--- src/rtl/riscv_pipe_pkg.sv ---
// Shared pipeline definitions for the ID/EX stage and its helpers.
// Contents: datapath widths, the ALU NOP code, the ID/EX FSM state type, the packed
// ID/EX field bundle, the bubble constant and a helper that strips control bits.
package riscv_pipe_pkg;

  localparam int unsigned XLEN      = 32;
  localparam int unsigned ALU_OP_W  = 4;
  localparam int unsigned REG_IDX_W = 5;

  localparam logic [ALU_OP_W-1:0] ALU_OP_NOP = '0;

  typedef enum logic {
    StRun,
    StLoadStall
  } id_ex_state_t;

  typedef struct packed {
    logic                 valid;
    logic [XLEN-1:0]      pc;
    logic [REG_IDX_W-1:0] rs1;
    logic [REG_IDX_W-1:0] rs2;
    logic [REG_IDX_W-1:0] rd;
    logic                 rs1_valid;
    logic                 rs2_valid;
    logic                 write_enable;
    logic                 is_load;
    logic [XLEN-1:0]      operand1;
    logic [XLEN-1:0]      operand2;
    logic [XLEN-1:0]      imm;
    logic [ALU_OP_W-1:0]  alu_op;
  } id_ex_t;

  // Bubble field values: every control bit cleared, data fields zeroed.
  localparam logic BUBBLE_VALID        = 1'b0;
  localparam logic BUBBLE_RS1_VALID    = 1'b0;
  localparam logic BUBBLE_RS2_VALID    = 1'b0;
  localparam logic BUBBLE_WRITE_ENABLE = 1'b0;
  localparam logic BUBBLE_IS_LOAD      = 1'b0;

  localparam id_ex_t ID_EX_BUBBLE = '{
    valid:        BUBBLE_VALID,
    pc:           '0,
    rs1:          '0,
    rs2:          '0,
    rd:           '0,
    rs1_valid:    BUBBLE_RS1_VALID,
    rs2_valid:    BUBBLE_RS2_VALID,
    write_enable: BUBBLE_WRITE_ENABLE,
    is_load:      BUBBLE_IS_LOAD,
    operand1:     '0,
    operand2:     '0,
    imm:          '0,
    alu_op:       ALU_OP_NOP
  };

  // Keeps the data fields but makes the slot architecturally inert.
  function automatic id_ex_t kill_ctrl(input id_ex_t f);
    id_ex_t r;
    r              = f;
    r.valid        = BUBBLE_VALID;
    r.rs1_valid    = BUBBLE_RS1_VALID;
    r.rs2_valid    = BUBBLE_RS2_VALID;
    r.write_enable = BUBBLE_WRITE_ENABLE;
    r.is_load      = BUBBLE_IS_LOAD;
    return r;
  endfunction

endpackage

--- src/rtl/load_use_detector.sv ---
// Combinational load-use hazard compare.
// Ports:
//   ex_valid_i, ex_is_load_i, ex_write_enable_i, ex_rd_i : producer in EX
//   id_valid_i, id_rs1/rs2_i, id_rs1/rs2_valid_i       : consumer in ID
//   enable_i   : detection enabled (suppressed during the stall cycle)
//   hazard_o   : consumer needs the load result before it is forwardable
module load_use_detector
  import riscv_pipe_pkg::*;
(
  input  logic                 ex_valid_i,
  input  logic                 ex_is_load_i,
  input  logic                 ex_write_enable_i,
  input  logic [REG_IDX_W-1:0] ex_rd_i,
  input  logic                 id_valid_i,
  input  logic [REG_IDX_W-1:0] id_rs1_i,
  input  logic [REG_IDX_W-1:0] id_rs2_i,
  input  logic                 id_rs1_valid_i,
  input  logic                 id_rs2_valid_i,
  input  logic                 enable_i,
  output logic                 hazard_o
);

  logic producer_live;
  logic src_match;

  always_comb begin
    // x0 is never a real destination, so it can never create a dependency.
    producer_live = ex_valid_i & ex_is_load_i & ex_write_enable_i & (ex_rd_i != '0);
    src_match     = (id_rs1_valid_i & (id_rs1_i == ex_rd_i)) |
                    (id_rs2_valid_i & (id_rs2_i == ex_rd_i));
    hazard_o      = enable_i & producer_live & id_valid_i & src_match;
  end

endmodule

--- src/rtl/id_ex_stage_register.sv ---
// ID/EX pipeline register with load-use bubble insertion, forwarding freeze and
// branch flush. Priority per edge: flush_in > freeze_in > hazard > normal load.
// Ports:
//   clk, rst            : clock, asynchronous active-high reset
//   id_*                : decoded fields and operands from Decode
//   freeze_in, flush_in : hold EX / squash EX
//   ex_*                : registered EX copies of the id_* fields
//   stall_id            : combinational hold request for IF/ID and PC
// Build option: ID_EX_STALL_CNT_EN adds saturating bubble_count / freeze_count outputs.
module id_ex_stage_register
  import riscv_pipe_pkg::*;
(
  input  logic                 clk,
  input  logic                 rst,
  input  logic                 id_valid,
  input  logic [XLEN-1:0]      id_pc,
  input  logic [REG_IDX_W-1:0] id_rs1,
  input  logic [REG_IDX_W-1:0] id_rs2,
  input  logic [REG_IDX_W-1:0] id_rd,
  input  logic                 id_rs1_valid,
  input  logic                 id_rs2_valid,
  input  logic                 id_write_enable,
  input  logic                 id_is_load,
  input  logic [XLEN-1:0]      id_operand1,
  input  logic [XLEN-1:0]      id_operand2,
  input  logic [XLEN-1:0]      id_imm,
  input  logic [ALU_OP_W-1:0]  id_alu_op,
  input  logic                 freeze_in,
  input  logic                 flush_in,
  output logic                 ex_valid,
  output logic [XLEN-1:0]      ex_pc,
  output logic [REG_IDX_W-1:0] ex_rs1,
  output logic [REG_IDX_W-1:0] ex_rs2,
  output logic [REG_IDX_W-1:0] ex_rd,
  output logic                 ex_rs1_valid,
  output logic                 ex_rs2_valid,
  output logic                 ex_write_enable,
  output logic                 ex_is_load,
  output logic [XLEN-1:0]      ex_operand1,
  output logic [XLEN-1:0]      ex_operand2,
  output logic [XLEN-1:0]      ex_imm,
  output logic [ALU_OP_W-1:0]  ex_alu_op,
  output logic                 stall_id
`ifdef ID_EX_STALL_CNT_EN
  ,
  output logic [31:0]          bubble_count,
  output logic [31:0]          freeze_count
`endif
);

  id_ex_state_t state_q, state_d;
  id_ex_t       ex_q, ex_d;
  id_ex_t       id_fields;
  logic         hazard;
  logic         take_freeze;
  logic         take_hazard;

  always_comb begin
    id_fields = '{
      valid:        id_valid,
      pc:           id_pc,
      rs1:          id_rs1,
      rs2:          id_rs2,
      rd:           id_rd,
      rs1_valid:    id_rs1_valid,
      rs2_valid:    id_rs2_valid,
      write_enable: id_write_enable,
      is_load:      id_is_load,
      operand1:     id_operand1,
      operand2:     id_operand2,
      imm:          id_imm,
      alu_op:       id_alu_op
    };
  end

  // In StLoadStall the load has moved on to MEM, where forwarding can reach it.
  load_use_detector u_load_use_detector (
    .ex_valid_i        (ex_q.valid),
    .ex_is_load_i      (ex_q.is_load),
    .ex_write_enable_i (ex_q.write_enable),
    .ex_rd_i           (ex_q.rd),
    .id_valid_i        (id_valid),
    .id_rs1_i          (id_rs1),
    .id_rs2_i          (id_rs2),
    .id_rs1_valid_i    (id_rs1_valid),
    .id_rs2_valid_i    (id_rs2_valid),
    .enable_i          (state_q == StRun),
    .hazard_o          (hazard)
  );

  always_comb begin
    take_freeze = ~flush_in & freeze_in;
    take_hazard = ~flush_in & ~freeze_in & hazard;
  end

  // State register.
  always_ff @(posedge clk or posedge rst) begin
    if (rst) begin
      state_q <= StRun;
    end else begin
      state_q <= state_d;
    end
  end

  // Next-state logic.
  always_comb begin
    state_d = state_q;
    if (flush_in) begin
      state_d = StRun;
    end else if (freeze_in) begin
      state_d = state_q;
    end else if (hazard) begin
      state_d = StLoadStall;
    end else begin
      state_d = StRun;
    end
  end

  // Output logic; gated by rst so the hold request drops the moment reset hits.
  always_comb begin
    stall_id = ~rst & (take_freeze | take_hazard);
  end

  // EX field register.
  always_comb begin
    ex_d = ex_q;
    if (flush_in) begin
      ex_d = ID_EX_BUBBLE;
    end else if (freeze_in) begin
      ex_d = ex_q;
    end else if (hazard) begin
      ex_d = ID_EX_BUBBLE;
    end else if (id_valid) begin
      ex_d = id_fields;
    end else begin
      ex_d = kill_ctrl(id_fields);
    end
  end

  always_ff @(posedge clk or posedge rst) begin
    if (rst) begin
      ex_q <= ID_EX_BUBBLE;
    end else begin
      ex_q <= ex_d;
    end
  end

  always_comb begin
    ex_valid        = ex_q.valid;
    ex_pc           = ex_q.pc;
    ex_rs1          = ex_q.rs1;
    ex_rs2          = ex_q.rs2;
    ex_rd           = ex_q.rd;
    ex_rs1_valid    = ex_q.rs1_valid;
    ex_rs2_valid    = ex_q.rs2_valid;
    ex_write_enable = ex_q.write_enable;
    ex_is_load      = ex_q.is_load;
    ex_operand1     = ex_q.operand1;
    ex_operand2     = ex_q.operand2;
    ex_imm          = ex_q.imm;
    ex_alu_op       = ex_q.alu_op;
  end

`ifdef ID_EX_STALL_CNT_EN
  logic [31:0] bubble_count_q, bubble_count_d;
  logic [31:0] freeze_count_q, freeze_count_d;

  always_comb begin
    bubble_count_d = bubble_count_q;
    freeze_count_d = freeze_count_q;
    if (take_hazard && (bubble_count_q != '1)) begin
      bubble_count_d = bubble_count_q + 32'd1;
    end
    if (take_freeze && (freeze_count_q != '1)) begin
      freeze_count_d = freeze_count_q + 32'd1;
    end
  end

  always_ff @(posedge clk or posedge rst) begin
    if (rst) begin
      bubble_count_q <= '0;
      freeze_count_q <= '0;
    end else begin
      bubble_count_q <= bubble_count_d;
      freeze_count_q <= freeze_count_d;
    end
  end

  always_comb begin
    bubble_count = bubble_count_q;
    freeze_count = freeze_count_q;
  end
`endif

endmodule

--- config.mk ---
export PLATFORM = sky130hd
export DESIGN_NAME = id_ex_stage_register
export DESIGN_NICKNAME = d
export VERILOG_FILES = /design/src/rtl/riscv_pipe_pkg.sv /design/src/rtl/load_use_detector.sv /design/src/rtl/id_ex_stage_register.sv
export SDC_FILE = /design/constraint.sdc
export NUM_CORES = 1
export LEC_CHECK = 0
export CORE_UTILIZATION = 43
export CTS_BUF_LIST = sky130_fd_sc_hd__clkbuf_16
export DETAILED_ROUTE_END_ITERATION = 10
export PLACE_DENSITY = 0.88
export SKIP_LAST_GASP = 1
export SYNTH_ARGS = -nofsm -noshare
export SYNTH_HDL_FRONTEND = slang
export SYNTH_HIERARCHICAL = 1
export SYNTH_SLANG_ARGS = --single-unit
--- constraint.sdc ---
create_clock -name clk -period 6.2 [get_ports clk]
set_input_delay 0.62 -clock clk [delete_from_list [all_inputs] [get_ports clk]]
set_output_delay 0.62 -clock clk [all_outputs]
set_load 0.01 [all_outputs]
---- Yosys cells after proc, flatten, opt, wreduce, memory -nomap -nowiden ----
Cells that the tools add are included.
operators by class
  $add $sub $neg .......................... 0
  $mul .................................... 0
  divide/modulo/power cells ............... 0
  magnitude comparators ................... 0
  equal/unequal tests ..................... 3
  shifts and indexed selects .............. 0
  mux-type cells .......................... 7
  bitwise gates (word level) .............. 18
  reductions and logical operators ........ 1
operators with widths
  operator            number
  $mux 152            4
  $and 1x1->1         12
  $eq 5x5->1          2
  $reduce_bool 5->1   1
  $not 1->1           4
  $mux 1              3
  $ne 2x1->1 const B  1
  $or 1x1->1          2
storage, ports and cells
  register bits after elaboration ......... 153
  bits in latches ......................... 0
  bits in writable memories ............... 0
  bits in read-only memories .............. 0
  input bits .............................. 156
  output and inout port bits .............. 153
  word-level logic and storage cells ...... 43
  memories ................................ 0

---- Depth between registers and ports, before layout ----
  depth after elaboration ................. 9
  mapped depth ............................ 9
  gate-level depth less buffers ........... 6

---- Modules after synthesis ----
The synthesis kept the hierarchy.
modules (own cells, without submodules)
  module                instances  cells an instance  area an instance (um2)  seq. area each (um2)
  id_ex_stage_register  1          683                6949.2                  3828.7
  load_use_detector     1          18                 143.9                   0.0

---- Worst setup path after synthesis ----
Ideal clock, no wire load.
  path kind ............................... in2out
  start point ............................. input id_rs1[2]
  end point ............................... output stall_id
  arrival ................................. 1.967 ns
  required time ........................... 5.580 ns
  path slack .............................. 3.613 ns
  stages .................................. 8
  buffers on the path ..................... 2
  cells stage by stage .................... xor2_1 > nor4_1 > nand3_1 > a21oi_1 > buf_6 > clkbuf_1 > nor2_1 > nor3_1
on the way
  cells in the longest elaborated chain, start to end .. 7
ends and longest elaborated chain
  element          RTL line                     text
  start, declared  id_ex_stage_register.sv:17   input logic [REG_IDX_W-1:0] id_rs1,
  $eq 5x5->1       load_use_detector.sv:29      src_match = (id_rs1_valid_i & (id_rs1_i == ex_rd_i)) |
  $and 1x1->1      load_use_detector.sv:29
  $or 1x1->1       load_use_detector.sv:29
  $and 1x1->1      load_use_detector.sv:31      hazard_o = enable_i & producer_live & id_valid_i & src_match;
  net hazard       id_ex_stage_register.sv:54   logic hazard;
  $and 1x1->1      id_ex_stage_register.sv:93   take_hazard = ~flush_in & ~freeze_in & hazard;
  $or 1x1->1       id_ex_stage_register.sv:121  stall_id = ~rst & (take_freeze | take_hazard);
  $and 1x1->1      id_ex_stage_register.sv:121
  end, declared    id_ex_stage_register.sv:43   output logic stall_id
The timed path passes the listed nets, and every way through them passes these cells.

---- Worst setup path in the final report ----
  start point ............................. input id_rs1[4]
  end point ............................... output stall_id
Same word-level chain as after synthesis.

==> run summary <==
Worst-Margin Slew: 928.7 ps
Ports: 309
status: complete, no violations
CP arrival: 2670 ps
worst relative slew slack: 38.09%
Hold Crit Class: reg2reg
Top FF cell, synth: dfrtp_1
sequential area share after synthesis: 53.98%
nets: 1,122
delay-heaviest family, CP: buffers and inverters
ys async rst share: 100.0%
Worst R2R Path Depth: 8
fin crit period: 3287 ps
DRT Pass-1 Iters: 4
TritonCTS sink count: 153
post-CTS setup buffers: 0
Worst Setup Path Type: in2out
Fin Clk Skew: 8.663 ps
Cell Area, Placed: 10,090 um2
Initial Util: 44.33%
DIE HEIGHT: 130.4 um
max-cap viol count: 0
post-synthesis cell type count: 22
Max VDD drop: 0.1771 mV
clk buf depth: 2
leak pwr: 4.474 nW
CP Max Fanout: 2
EDFF count, synth: 0
cts hold-fix bufs: 0
CTS Root Cell: clkbuf_16
Ys Warns: 6
Critical Path Start Type: input port
largest net degree at the start of global routing: 132
Clk pwr share: 41.2%
DR WL/cell: 17.16 um
crit path buf inv count: 2
P_sw: 0.0006003 W
remaining global-route overflow: 0
post-synthesis adder-cell area fraction: 0%
CP peak stage delay: 570 ps
Levels on crit path: 8
CP dominant cell by count: clkdlybuf4s50_1
Crit. End Element: output port
sequential share of power: 43.1%
initial antenna violation count: 2
compound-cell area share of the yosys netlist: 10.97%
P per Cell Area: 234.7 nW/um2
drc violations: 0
switching share of power: 23.95%
Final Cycle Share: 53.02%
Tot GR Track Use: 23.92%
CTS resizes: 0
HPWL Detailed: 13.46 mm
P_int: 0.001906 W
CP max stage cell: clkdlybuf4s50_1
Routed Antenna Nets: 0
Pins Over Slew Limit: 0
final WL: 20.51 mm
row count: 46
synthesized area: 7093 um2
vias after detailed routing: 6,106
mean post-synth cell area: 10.12 um2
RSZ-0062 raised after global routing: no
Worst-path clk slew: 60 ps
Syn Inst Count: 701
syn_nets: 857
main combinational cell family by area after synthesis: simple AND/OR/NAND/NOR gates
H-tree Lvls: 4
gpl congestion: 0.7289
Hold Path Stages: 2
Clock Latency Late Sink: 410 ps
#FFs+latches synth: 153
number of global-route vias before repair: 5,833
vias per inst: 5.110
CP required: 5580 ps
Final setup viols: 0
I/O Buffers: 308
crit path cell chain: clkdlybuf4s50_1, xor2_1, nor4_1, nand3_1, a21oi_4, nor2_1, nor3_1, clkdlybuf4s50_1
Post-Synth XOR/XNOR Area: 1.235%
Finished Layout Cells: 1,195
post-route design area: 10,680 um2
Max Fclk: 304.2 MHz
Die X: 130.4 um
combinational share of power: 15.7%
post-synthesis mux area share: 0.1411%
CTS tree: built
TritonCTS buffer count: 17
Simple-Gate Fraction of Synth Area: 27.68%
first-pass GRT wire length: 30.93 mm
Core ar.: 16,000 um2
layout cells sized above 1: 3.988%
Placed Cells incl. Taps: 1,163
setup TNS: 0 ps
Die ar.: 17,010 um2
Syn-to-layout area delta: 50.54%
final hold vios: 0
First DRT Iteration DRCs: 233
## cells in the final DEF, fill, tap and decap left out, types with 2 or more instances in the layout
| cell type | instances |
|---|---|
| bufinv_16 | 3 |
| dfrtp_1 | 153 |
| xnor2_1 | 2 |
| nor2_1 | 2 |
| inv_1 | 4 |
| or3b_1 | 148 |
| clkdlybuf4s50_1 | 306 |
| clkinv_2 | 3 |
| clkbuf_16 | 17 |
| nand4bb_1 | 4 |
| xor2_1 | 8 |
| a21oi_1 | 152 |
| clkinv_4 | 3 |
| nand3_1 | 2 |
| buf_4 | 7 |
| nand2_1 | 152 |
| nor4_1 | 2 |
| inv_6 | 2 |
## final cells by class
type	instances	area (um2)
Antenna cell	1	2.502
Clock buffer	17	425.4
Clock inverter	14	158.9
Fill cell	1246	5323
Inverter	2	12.51
Multi-Input combinational cell	478	2850
Sequential cell	153	3829
Tap cell	216	270.3
Timing Repair Buffer	314	3129
## Yosys cell counts, drive strengths merged, types with 4 or more instances
cell type  instances  area [um2]
xor2               8       70.07
nand2            152       570.6
dfrtp            153        3829
nand4bb            4       45.04
clkbuf            34       127.6
or3b             148        1296
buf               34       290.3
a21oi            153       765.7
## tightest hold or removal path: stages, from the launching register on
cell and delay [ps]:
dfrtp_1 370, nand2_1 60, a21oi_1 50
## flip-flops by register name, indices dropped and copies added, names as in the netlist
| name | cells |
|---|---|
| ex_alu_op | 4 |
| ex_imm | 32 |
| ex_is_load | 1 |
| ex_operand1 | 32 |
| ex_operand2 | 32 |
| ex_pc | 32 |
| ex_rd | 5 |
| ex_rs1 | 5 |
| ex_rs1_valid | 1 |
| ex_rs2 | 5 |
| ex_rs2_valid | 1 |
| ex_valid | 1 |
| ex_write_enable | 1 |
| state_q | 1 |
## routing by layer
metal	track usage (%)	part of all wire (%)	vias up
met2	38.70	48	225
met1	28.70	40	2887
met5	0	0.073	-
li1	-	-	2969
met3	9.528	10	23
met4	9.195	2.0	2
## through the flow
step           hold slack (ps)  utilization, %  setup WS, ps  power [W]
3_5_place_dp             510.9           63.07          2633   0.001493
2_1_floorplan            489.6               -          1459   0.001263
6_report                 515.1           66.73          2913   0.002506
4_1_cts                  519.3           66.72          2895   0.002537
5_1_grt                  534.6           66.73          2749   0.002610
3_3_place_gp             504.0           63.07          2653   0.001487
## path summary, 6_finish.rpt
path	slack [ps]	endpoint	from
setup reg to reg	3260	ex_imm[30]	ex_rd[2]
min in group asynchronous	780	ex_operand2[16]	rst
hold / removal	520	ex_operand2[18]	ex_operand2[18]
hold reg to reg	520	ex_operand2[18]	ex_operand2[18]
setup / recovery	2910	stall_id	id_rs1[4]
max in group asynchronous	4060	ex_operand1[9]	rst
## power groups by stage
stage | sequential, W | combinational (W) | clock (W)
4_1_cts | 0.00108 | 0.000398 | 0.00106
6_report | 0.00108 | 0.000393 | 0.00103
3_5_place_dp | 0.00110 | 0.000396 | 0
3_3_place_gp | 0.00110 | 0.000391 | 0
5_1_grt | 0.00109 | 0.000428 | 0.00110
2_1_floorplan | 0.00112 | 0.000143 | 0
## cell families (layout without fill, tap and decap cells)
| family | after synthesis | in the layout |
|---|---|---|
| buf+inv | 70 | 347 |
| compound gates | 154 | 154 |
| mux | 1 | 1 |
| simple gates | 313 | 313 |
| flops | 153 | 153 |
| xor+xnor | 10 | 10 |
| other cells | 0 | 1 |
No activity file was read; power rests on OpenSTA's default activity.
==> RTL edit (config.mk and constraints unchanged) <==
`REG_IDX_W`: 5 -> 3.
--- a/src/rtl/riscv_pipe_pkg.sv
+++ b/src/rtl/riscv_pipe_pkg.sv
@@ -5,7 +5,7 @@
 
   localparam int unsigned XLEN      = 32;
   localparam int unsigned ALU_OP_W  = 4;
-  localparam int unsigned REG_IDX_W = 5;
+  localparam int unsigned REG_IDX_W = 3;
 
   localparam logic [ALU_OP_W-1:0] ALU_OP_NOP = '0;
 
Interface: changed (6 resized); port bits go from 309 to 297. No check against the original RTL was run, so the function may have changed too.
==> RTL edit against the original RTL <==
- critical path depth shrank 1
- final area shrank 4.1%
- power shrank 1.6%
- hold slack is essentially flat
- sequential cell count shrank 6
- via count shrank 4.8%
- setup slack lost 0.039 ns
- area after synthesis shrank 4.5%
- first-iteration DRC count grew 68%
- wire length shrank 7.4%
- die area shrank 4.4%
- highest routed layer is now met4
==> RTL edit: results (changes against the original RTL) <==
stage,metric,value,unit,change
finish,Seq/total area,0.359,,about the same
logic_synthesis,sequential cell area fraction in the yosys report,0.543,,was 0.540
timing,final hold slack,0.515,ns,about the same
grt,Tot GR Track Use,0.236,,was 0.239
route,number of DRC markers in iteration 0,392,,was 233
place,port bufs,296,,was 308
hold_path,worst hold start,ex_operand1[8],,was ex_operand2[18]
power_and_ir_drop,Worst IR Drop VDD,170,uV,was 177 uV
place,pre-CTS setup slack,2.86,ns,was 2.63 ns
run_status,status,finished clean,,unchanged
finish,Antenna Cells,0,,was 1
place,RePlAce Congestion,0.763,,was 0.729
finish,comb_multi_in,454,,was 478
power_and_ir_drop,Reg power frac,0.421,,was 0.431
place,Area after DPL,0.00964,sq mm,was 0.0101 sq mm
critical_path,Reg-to-Reg Start,ex_rd[0],,was ex_rd[2]
critical_path,crit path launch,id_valid,,was id_rs1[4]
hold_path,hold path endpoint,ex_operand1[8],,was ex_operand2[18]
logic_synthesis,post-synthesis compound-gate area fraction,0.109,,was 0.110
timing,Post-Route Skew,0.00811,ns,was 0.00866 ns
finish,nets,1073,,was 1122
critical_path,Worst Path Arrival,2.71,ns,was 2.67 ns
route,via count,5810,,was 6106
critical_path,CP Max Fanout,13,,was 2
finish,clock-cell share of area,0.0584,,was 0.0547
route,Routed WL,19000,um,was 20500 um
route,DRT Pass-1 Iters,5,,was 4
critical_path,R2R depth,6,,was 8
finish,Layout area overhead,51.2,%,was 50.5%
critical_path,CP max stage delay,0.59,ns,was 0.57 ns
RTL edit: cell count changes in the layout (fill, tap and decap cells not counted), sizes merged, moves of 2 or more:
cell           before  now
nor4                2    0
nand3               2    0
nand2             152  146
nand4               0    3
a21oi             153  147
clkdlybuf4s50     306  294
xnor2               2    6
dfrtp             153  147
clkinvlp            1    3
clkinv              6    4
xor2                8    0
or3b              148  142
RTL edit: cell families after synthesis:
group,Yosys count
AOI/OAI and AO/OA,147
xor gates and xnor gates,6
buffers and inverters,66
DFF,147
muxes,1
and+or+nand+nor,300
RTL edit: layer usage:
layer,share of wire,up-vias,global-route usage
met5,0,-,0
met4,0.032,0,0.107
met3,0.070,44,0.0674
met2,0.49,220,0.391
met1,0.40,2742,0.287
li1,-,2804,-
RTL edit: worst register-to-register path: stages (launching register included):
cell	delay, ns
dfrtp_1	0.45
xnor2_1	0.28
nand4_1	0.20
a21oi_4	0.35
buf_4	0.87
or3b_1	0.39
a21oi_1	0.08
